--- src/rtl/sysid_check_master.sv ---
// Avalon-MM read master that fetches the sysid ID and build timestamp words and
// compares them against expected values, reporting match / mismatch / timeout.
module sysid_check_master #(
    parameter logic [31:0] EXPECTED_ID    = 32'h0400_0000,
    parameter logic [31:0] EXPECTED_TS    = 32'h5453_5370,
    parameter bit          CHECK_TS       = 1'b1,
    parameter int unsigned TIMEOUT_CYCLES = 255,
    parameter bit          AUTO_START     = 1'b1
) (
    input  logic        clock,
    input  logic        reset_n,
    input  logic        start,
    output logic        avm_address,
    output logic        avm_read,
    input  logic [31:0] avm_readdata,
    input  logic        avm_waitrequest,
    output logic        busy,
    output logic        done,
    output logic [31:0] id_value,
    output logic [31:0] ts_value,
    output logic        match,
    output logic        timeout
);

    typedef enum logic [1:0] {StIdle, StRdId, StRdTs, StFinish} state_e;

    localparam logic [15:0] CntLast = 16'(TIMEOUT_CYCLES - 1);

    state_e      state_q, state_d;
    logic        addr_q, addr_d;
    logic        read_q, read_d;
    logic        busy_q, busy_d;
    logic        done_q, done_d;
    logic        match_q, match_d;
    logic        timeout_q, timeout_d;
    logic        auto_q, auto_d;
    logic [31:0] id_q, id_d;
    logic [31:0] ts_q, ts_d;
    logic [15:0] cnt_q, cnt_d;

    always_comb begin
        state_d   = state_q;
        addr_d    = addr_q;
        read_d    = read_q;
        busy_d    = busy_q;
        done_d    = 1'b0;
        match_d   = match_q;
        timeout_d = timeout_q;
        auto_d    = auto_q;
        id_d      = id_q;
        ts_d      = ts_q;
        cnt_d     = cnt_q;

        unique case (state_q)
            StIdle: begin
                if (start || auto_q) begin
                    state_d   = StRdId;
                    auto_d    = 1'b0;
                    match_d   = 1'b0;
                    timeout_d = 1'b0;
                    busy_d    = 1'b1;
                    read_d    = 1'b1;
                    addr_d    = 1'b0;
                    cnt_d     = '0;
                end
            end
            StRdId, StRdTs: begin
                if (!avm_waitrequest) begin
                    cnt_d = '0;
                    if (state_q == StRdId) begin
                        id_d    = avm_readdata;
                        addr_d  = 1'b1;
                        state_d = StRdTs;
                    end else begin
                        // Compare the word on the bus; ts_q has not been updated yet.
                        ts_d    = avm_readdata;
                        read_d  = 1'b0;
                        match_d = (id_q == EXPECTED_ID) &&
                                  (!CHECK_TS || (avm_readdata == EXPECTED_TS));
                        done_d  = 1'b1;
                        state_d = StFinish;
                    end
                end else if (cnt_q == CntLast) begin
                    read_d    = 1'b0;
                    timeout_d = 1'b1;
                    done_d    = 1'b1;
                    state_d   = StFinish;
                end else begin
                    cnt_d = cnt_q + 16'd1;
                end
            end
            StFinish: begin
                busy_d  = 1'b0;
                addr_d  = 1'b0;
                state_d = StIdle;
            end
            default: state_d = StIdle;
        endcase
    end

    always_ff @(posedge clock or negedge reset_n) begin
        if (!reset_n) begin
            state_q   <= StIdle;
            addr_q    <= 1'b0;
            read_q    <= 1'b0;
            busy_q    <= 1'b0;
            done_q    <= 1'b0;
            match_q   <= 1'b0;
            timeout_q <= 1'b0;
            auto_q    <= AUTO_START;
            id_q      <= '0;
            ts_q      <= '0;
            cnt_q     <= '0;
        end else begin
            state_q   <= state_d;
            addr_q    <= addr_d;
            read_q    <= read_d;
            busy_q    <= busy_d;
            done_q    <= done_d;
            match_q   <= match_d;
            timeout_q <= timeout_d;
            auto_q    <= auto_d;
            id_q      <= id_d;
            ts_q      <= ts_d;
            cnt_q     <= cnt_d;
        end
    end

    assign avm_address = addr_q;
    assign avm_read    = read_q;
    assign busy        = busy_q;
    assign done        = done_q;
    assign match       = match_q;
    assign timeout     = timeout_q;
    assign id_value    = id_q;
    assign ts_value    = ts_q;

endmodule

--- config.mk ---
export PLATFORM = sky130hd
export DESIGN_NAME = sysid_check_master
export DESIGN_NICKNAME = d
export VERILOG_FILES = /design/src/rtl/sysid_check_master.sv
export SDC_FILE = /design/constraint.sdc
export NUM_CORES = 1
export LEC_CHECK = 0
export ABC_AREA = 1
export CORE_AREA = 2 2 106 108
export CTS_CLUSTER_SIZE = 28
export DETAILED_ROUTE_END_ITERATION = 8
export DIE_AREA = 0 0 108 110
export PLACE_DENSITY = 0.66
export REMOVE_ABC_BUFFERS = 1
export SETUP_SLACK_MARGIN = 0.1
export SLEW_MARGIN = 30
export SYNTH_ARGS = -nofsm -noshare
export SYNTH_HDL_FRONTEND = slang
export SYNTH_SLANG_ARGS = --single-unit
--- constraint.sdc ---
create_clock -name clock -period 2 [get_ports clock]
set_input_delay 0.4 -clock clock [delete_from_list [all_inputs] [get_ports clock]]
set_output_delay 0.4 -clock clock [all_outputs]
set_load 0.03 [all_outputs]
==> flow_summary_export.csv, run 1 <==
group,metric,value,unit
status,status,"completed",
placed_design,portBuffers,105,
layout,num_antenna_cells,0,
layout,syn2layout_area_growth,35.8,%
setup_path,worstPathCellList,"clkdlybuf4s50_1",
synth,synth_area,4210,um2
sta,hold_viol_final,0,
clock_tree,root_buffer,"clkbuf_8",
setup_path,cp.arrival,1450,ps
setup_path,r2r_setup_slack,260,ps
synth,yosysWarnings,0,
drt,drtIter0Drc,250,
global_routing,grt_max_degree,43,
floorplan,rows,38,
layout,fin_area,5710,um2
floorplan,core_area,10700,um2
global_routing,grt_remaining_overflow,0,
synth,synth_cell_types,27,
sta,tightest_slew,518,ps
sta,setup_violations,0,
synth,synth-main-ff-cell,"dfrtp_1",
synth,yosys-top-cells-area,"dfrtp_1 52%, nand2_1 13%, o21ai_0 10%",
clock_tree,path_clk_slew,100,ps
clock_tree,ctsHtreeMaxLevel,3,
synth,synth_edf_count,0,
placed_design,dp_hpwl,7.87,mm
sta,final_max_slew_viol_count,0,
sta,rsz0062_at_grt,"false",
global_routing,use_met3,0.0782,
floorplan,die-area,11900,um2
global_routing,grtUsageMet1,0.246,
drt,vias,3715,
setup_path,worst_path_largest_cell_delay,700,ps
global_routing,antenna_found_initial,0,
floorplan,ios,106,
setup_path,cp_max_fo,3,
layout,drive_gt1_frac,0.0740,
sta,period_needed,1850,ps
synth,synthCells,519,
setup_path,cp-start-kind,"register",
sta,relSlewSlack,0.655,
global_routing,top_usage_layer,"met2",
setup_path,critPathSlowestCell,"clkdlybuf4s50_1",
worst_hold_path,hold_class,"in2async",
setup_path,path_buf_inv,1,
setup_path,worstPathRequired,1600,ps
clock_tree,clock-sinks,89,
synth,yosysSeqAreaShare,0.530,
placed_design,gp_congestion,0.819,
floorplan,die_width,108,um
setup_path,end_kind,"output pin",
sta,final.setup_skew,10.7,ps
clock_tree,cts_max_path_buffers,2,
pwr,cellPowerDensity,1580,nW/um2
layout,nFillCells,1025,
layout,nets,673,
sta,fmax,540,MHz
layout,final_util,0.534,
pwr,cellLeakagePower,2.90,nW
clock_tree,cts_made_buffers,9,
synth,yosys-top-cells-count,"142 x nand2_1, 88 x dfrtp_1, 84 x o21ai_0, 66 x inv_1, 53 x nor2_1",
drt,wl_per_cell,13.6,um
drt,wl,10.5,mm
global_routing,grt_pass1_vias,3625,
synth,synth.ff_latch_count,89,
synth,yosysMostFrequentCell,"nand2_1",
global_routing,gr-usage-all-layers,0.190,
setup_path,critPathKind,"reg2out",
synth,synth_area_per_cell,8.10,um2
drt,dr.pass1.iters,4,
placed_design,placed_cell_area,5460,um2
synth,synthArstFlopShare,1.00,
pwr,irDropWorstVdd,0.809,mV
flow_run,cap_violations,0,
floorplan,dieHeight,110,um
synth,yosysTopAreaCell,"dfrtp_1",
sta,holdWs,4.71,ps
setup_path,cpLargestDelayFamily,"buffers and inverters",
drt,postRouteAntennaNets,0,
global_routing,grt_pass1_wl,17.5,mm
drt,route.detailed.drc,0,
clock_tree,clock_latency,360,ps
floorplan,start_util,0.393,
drt,via_per_inst,4.79,
clock_tree,cts_tree,"done",
sta,min_period_over_period,0.926,
synth,yosysTopAreaCellShare,0.524,
global_routing,met2_usage,0.291,
==> registers in the layout, summed over array words and instances (netlist names) <==
signal,count
match,1
avm_read,1
busy,1
auto_q,1
cnt_q,16
done,1
timeout,1
id_value,32
avm_address,1
ts_value,32
state_q,2
==> timing repair <==
item / 4_1_cts / 5_1_grt
gates resized for setup: 0 / 21
hold buffers: 0 / 0
setup buffers: 0 / 2
endpoints found under the setup margin: 0 / 47
==> per-layer routing <==
layer  wire (um)  share of wire  up-vias
met1        4590           0.44     1746
met4         164          0.016        0
met2        4930           0.47       94
met3         857          0.081       13
met5           0              0        -
li1            -              -     1862
==> through the flow <==
| step | worst slack (ps) | TNS, ps | cells | power, mW |
|---|---|---|---|---|
| after detailed placement | 108 | 0 | 757 | 7.88 |
| after global placement | 135 | 0 | 757 | 7.81 |
| after global routing | 101 | 0 | 775 | 9.71 |
| after CTS | 105 | 0 | 773 | 9.09 |
| after floorplan | -190 | -5550 | 501 | 5.72 |
| final | 149 | 0 | 775 | 9.05 |
==> cells in the final DEF (no fill, tap or decap), drive strengths merged, types with 11 or more instances in the layout <==
master | synthesis | routed
nand2 | 147 | 147
dfrtp | 88 | 88
clkdlybuf4s50 | 0 | 88
o21ai | 86 | 86
inv | 68 | 69
nor2 | 55 | 55
nand3 | 21 | 21
dlymetal6s2s | 0 | 16
buf | 12 | 14
nand4 | 12 | 12
clkbuf | 6 | 11
==> worst register-to-register path, stage by stage (launching register included) <==
cell	delay, ps
dfrtp_1	410
inv_1	90
ha_2	420
nand2_1	70
inv_1	160
nand3_4	150
nand2_8	170
inv_2	60
nand2_1	70
o21ai_2	50
==> cell type report <==
cell class,instances,area [um2],area share
timing repair buffer,118,1240,0.216
clock inverter,5,38.8,0.00679
inverter,68,255,0.0447
tap,140,175,0.0307
multi-input combinational,344,1640,0.287
sequential,89,2230,0.390
clock buffer,11,141,0.0248
==> worst paths after layout <==
path / startpoint / to / cells past startpoint
worst max-delay path: id_value[16]$_DFFE_PN0P_ / id_value[16] / 1
worst min-delay path: reset_n / id_value[6]$_DFFE_PN0P_ / 1
worst max register to register: state_q[0]$_DFFE_PN0P_ / cnt_q[3]$_DFFE_PN0P_ / 9
worst min register to register: auto_q$_DFFE_PN1P_ / auto_q$_DFFE_PN1P_ / 2
max in group asynchronous: reset_n / auto_q$_DFFE_PN1P_ / 2
min in group clock: auto_q$_DFFE_PN1P_ / auto_q$_DFFE_PN1P_ / 2
==> logic make-up after synthesis <==
logic type,Yosys count,share of synthesized area
compound gates,92,0.114
xor+xnor,2,0.00417
fa+ha+maj,7,0.0208
buf+inv,86,0.0854
flops,89,0.530
simple gates,243,0.246
==> power breakdown <==
group / switching (mW) / internal (mW)
Combinational: 2.99 / 1.90
Sequential: 0.489 / 2.50
Clock: 0.673 / 0.494
Total: 4.15 / 4.90
Power figures use the tool's default switching activity.
==> run 2, diff against run 1 <==
CORE_AREA = 2 2 100 102   (was 2 2 106 108)
DIE_AREA = 0 0 102 104   (was 0 0 108 110)
PLACE_DENSITY = 0.73   (was 0.66)
==> run 2 against run 1 <==
  * Non-clock buffer count down 3
  * Sequential power about the same
  * First-iteration DRC count down 37%
  * Clock power up 9%
  * Critical path type unchanged
  * Critical endpoint is now id_value[31]
  * Largest power group unchanged
==> flow_summary_export.csv, run 2 (synthesis results as in run 1) <==
group,metric,value,unit
global_routing,grt_max_degree,55,
layout,syn2layout_area_growth,34.8,%
setup_path,worstPathRequired,1600,ps
setup_path,path_buf_inv,1,
layout,mostFrequentLayoutCells,"141 x nand2_1, 95 x clkdlybuf4s50_1, 88 x dfrtp_1, 82 x o21ai_0, 66 x inv_1",
sta,setup_slack,136,ps
floorplan,dieHeight,104,um
setup_path,cp.arrival,1460,ps
floorplan,ios,106,
placed_design,dp_hpwl,7.75,mm
sta,period_needed,1860,ps
flow_run,cap_violations,0,
sta,setup_violations,0,
setup_path,r2r_setup_slack,270,ps
sta,min_period_over_period,0.932,
setup_path,worst_path_largest_cell_delay,720,ps
pwr,switching_power,4.12,mW
layout,layout.cells.non_filler,765,
clock_tree,cts_made_buffers,9,
pwr,sw_frac_of_total,0.454,
pwr,power_frac_comb,0.529,
setup_path,critPathSlowestCell,"clkdlybuf4s50_1",
floorplan,die_width,102,um
floorplan,die-area,10600,um2
clock_tree,root_buffer,"clkbuf_8",
drt,route.detailed.drc,0,
drt,via_per_inst,4.87,
drt,postRouteAntennaNets,0,
clock_tree,path_clk_slew,90,ps
setup_path,worst-path-stages,1,
setup_path,startpoint,"id_value[31]$_DFFE_PN0P_",
setup_path,critPathKind,"reg2out",
pwr,pwr-share-seq,0.331,
drt,dr.pass1.iters,4,
layout,final_common_cell,"nand2_1",
global_routing,gr-usage-all-layers,0.210,
floorplan,rows,36,
setup_path,r2r_end,"ts_value[31]$_DFFE_PN0P_",
sta,rsz0062_at_grt,"true",
layout,final_util,0.594,
drt,vias,3729,
layout,nets,670,
pwr,internal-power,4.96,mW
drt,wl,10.4,mm
pwr,clockPowerShare,0.140,
setup_path,end_kind,"output pin",
clock_tree,clock-sinks,89,
worst_hold_path,hold_class,"reg2reg",
sta,final_max_slew_viol_count,0,
drt,drtIter0Drc,157,
sta,tightest_slew,409,ps
sta,hold_viol_final,0,
sta,final.setup_skew,8.74,ps
clock_tree,cts_setup_buffers,0,
layout,drive_gt1_frac,0.0665,
placed_design,gp_congestion,0.821,
global_routing,antenna_found_initial,0,
pwr,power,9.08,mW
clock_tree,clock_latency,360,ps
setup_path,r2r-start,"state_q[0]$_DFFE_PN0P_",
drt,wl_per_cell,13.6,um
layout,nFillCells,875,
pwr,irDropWorstVdd,0.993,mV
global_routing,grt_pass1_vias,3683,
sta,relSlewSlack,0.726,
setup_path,worstPathCellList,"clkdlybuf4s50_1",
setup_path,cpLargestDelayFamily,"buffers and inverters",
clock_tree,cts_tree,"done",
pwr,cellPowerDensity,1600,nW/um2
placed_design,dp_slack,-18.4,ps
setup_path,cp-start-kind,"register",
sta,holdWs,456,ps
global_routing,grt_pass1_wl,17.6,mm
pwr,cellLeakagePower,2.80,nW
setup_path,rr_worst_depth,8,
floorplan,core_area,9550,um2
setup_path,endpoint,"id_value[31]",
clock_tree,ctsHtreeMaxLevel,3,
global_routing,grt_remaining_overflow,0,
layout,num_antenna_cells,0,
clock_tree,cts_max_path_buffers,2,
floorplan,start_util,0.440,
status,status,"completed",
placed_design,portBuffers,105,
setup_path,cp_max_fo,3,
sta,fmax,536,MHz
placed_design,dp.cells,748,
[run 2: cell types whose count changed in the layout (fill, tap and decap cells not counted), sizes merged]
cell,change
clkdlybuf4s50,+7
dlymetal6s2s,-7
buf,-4
clkinv,-2
bufinv,+1
clkinvlp,+1
dlygate4sd3,+1
[run 2: how the worst min path moves through the flow]
stage                        from                      end  slack [ps]  depth (start not counted)
6_report       auto_q$_DFFE_PN1P_       auto_q$_DFFE_PN1P_         460                          2
5_1_grt        auto_q$_DFFE_PN1P_       auto_q$_DFFE_PN1P_         480                          2
3_3_place_gp              reset_n  ts_value[8]$_DFFE_PN0P_         340                          1
2_1_floorplan             reset_n  avm_address$_DFFE_PN0P_         100                          0
4_1_cts        auto_q$_DFFE_PN1P_       auto_q$_DFFE_PN1P_         460                          2
3_5_place_dp              reset_n  ts_value[8]$_DFFE_PN0P_         340                          1
[run 2: layout make-up]
cell class | instances | area (um2) | share of cell area
Sequential cell | 89 | 2230 | 0.393
Multi-Input combinational cell | 344 | 1630 | 0.288
Timing Repair Buffer | 115 | 1180 | 0.208
Inverter | 68 | 255 | 0.0450
Tap cell | 133 | 166 | 0.0294
Clock buffer | 11 | 141 | 0.0249
Clock inverter | 5 | 62.6 | 0.0110
[run 2: power by group through the flow]
stage | sequential (mW) | combinational (mW) | clock (mW)
3_5_place_dp | 3.02 | 4.79 | 0
5_1_grt | 3.10 | 5.25 | 1.39
2_1_floorplan | 4.24 | 1.48 | 0
6_report | 3.00 | 4.81 | 1.27
4_1_cts | 3.00 | 4.81 | 1.30
3_3_place_gp | 3.01 | 4.71 | 0
[run 2: metal layers]
layer  share of wire  GRT usage  vias up
met5               0          0        -
met4           0.013     0.0657        0
met3           0.076     0.0719       11
met2            0.50      0.336      100
met1            0.42      0.265     1763
li1                -          -     1855
[run 2: what timing repair did]
action,in CTS,in global routing
hold buffers,1,0
hold endpoints to repair,23,0
resized for setup,0,15
setup endpoints to repair,0,48
[run 2: through the flow]
step,area (um2),TNS (ps)
after detailed placement,5410,-18.4
after CTS,5630,0
after floorplan,4100,-5550
after global placement,5410,0
after global routing,5670,0
final,5670,0
==> run 3, diff against run 2 <==
ABC_CLOCK_PERIOD_IN_PS = 2000   (was not set)
SLEW_MARGIN = not set   (was 30)
==> results of run 3 <==
Same layout as run 2: the final DEF is identical, and so are final timing and power.
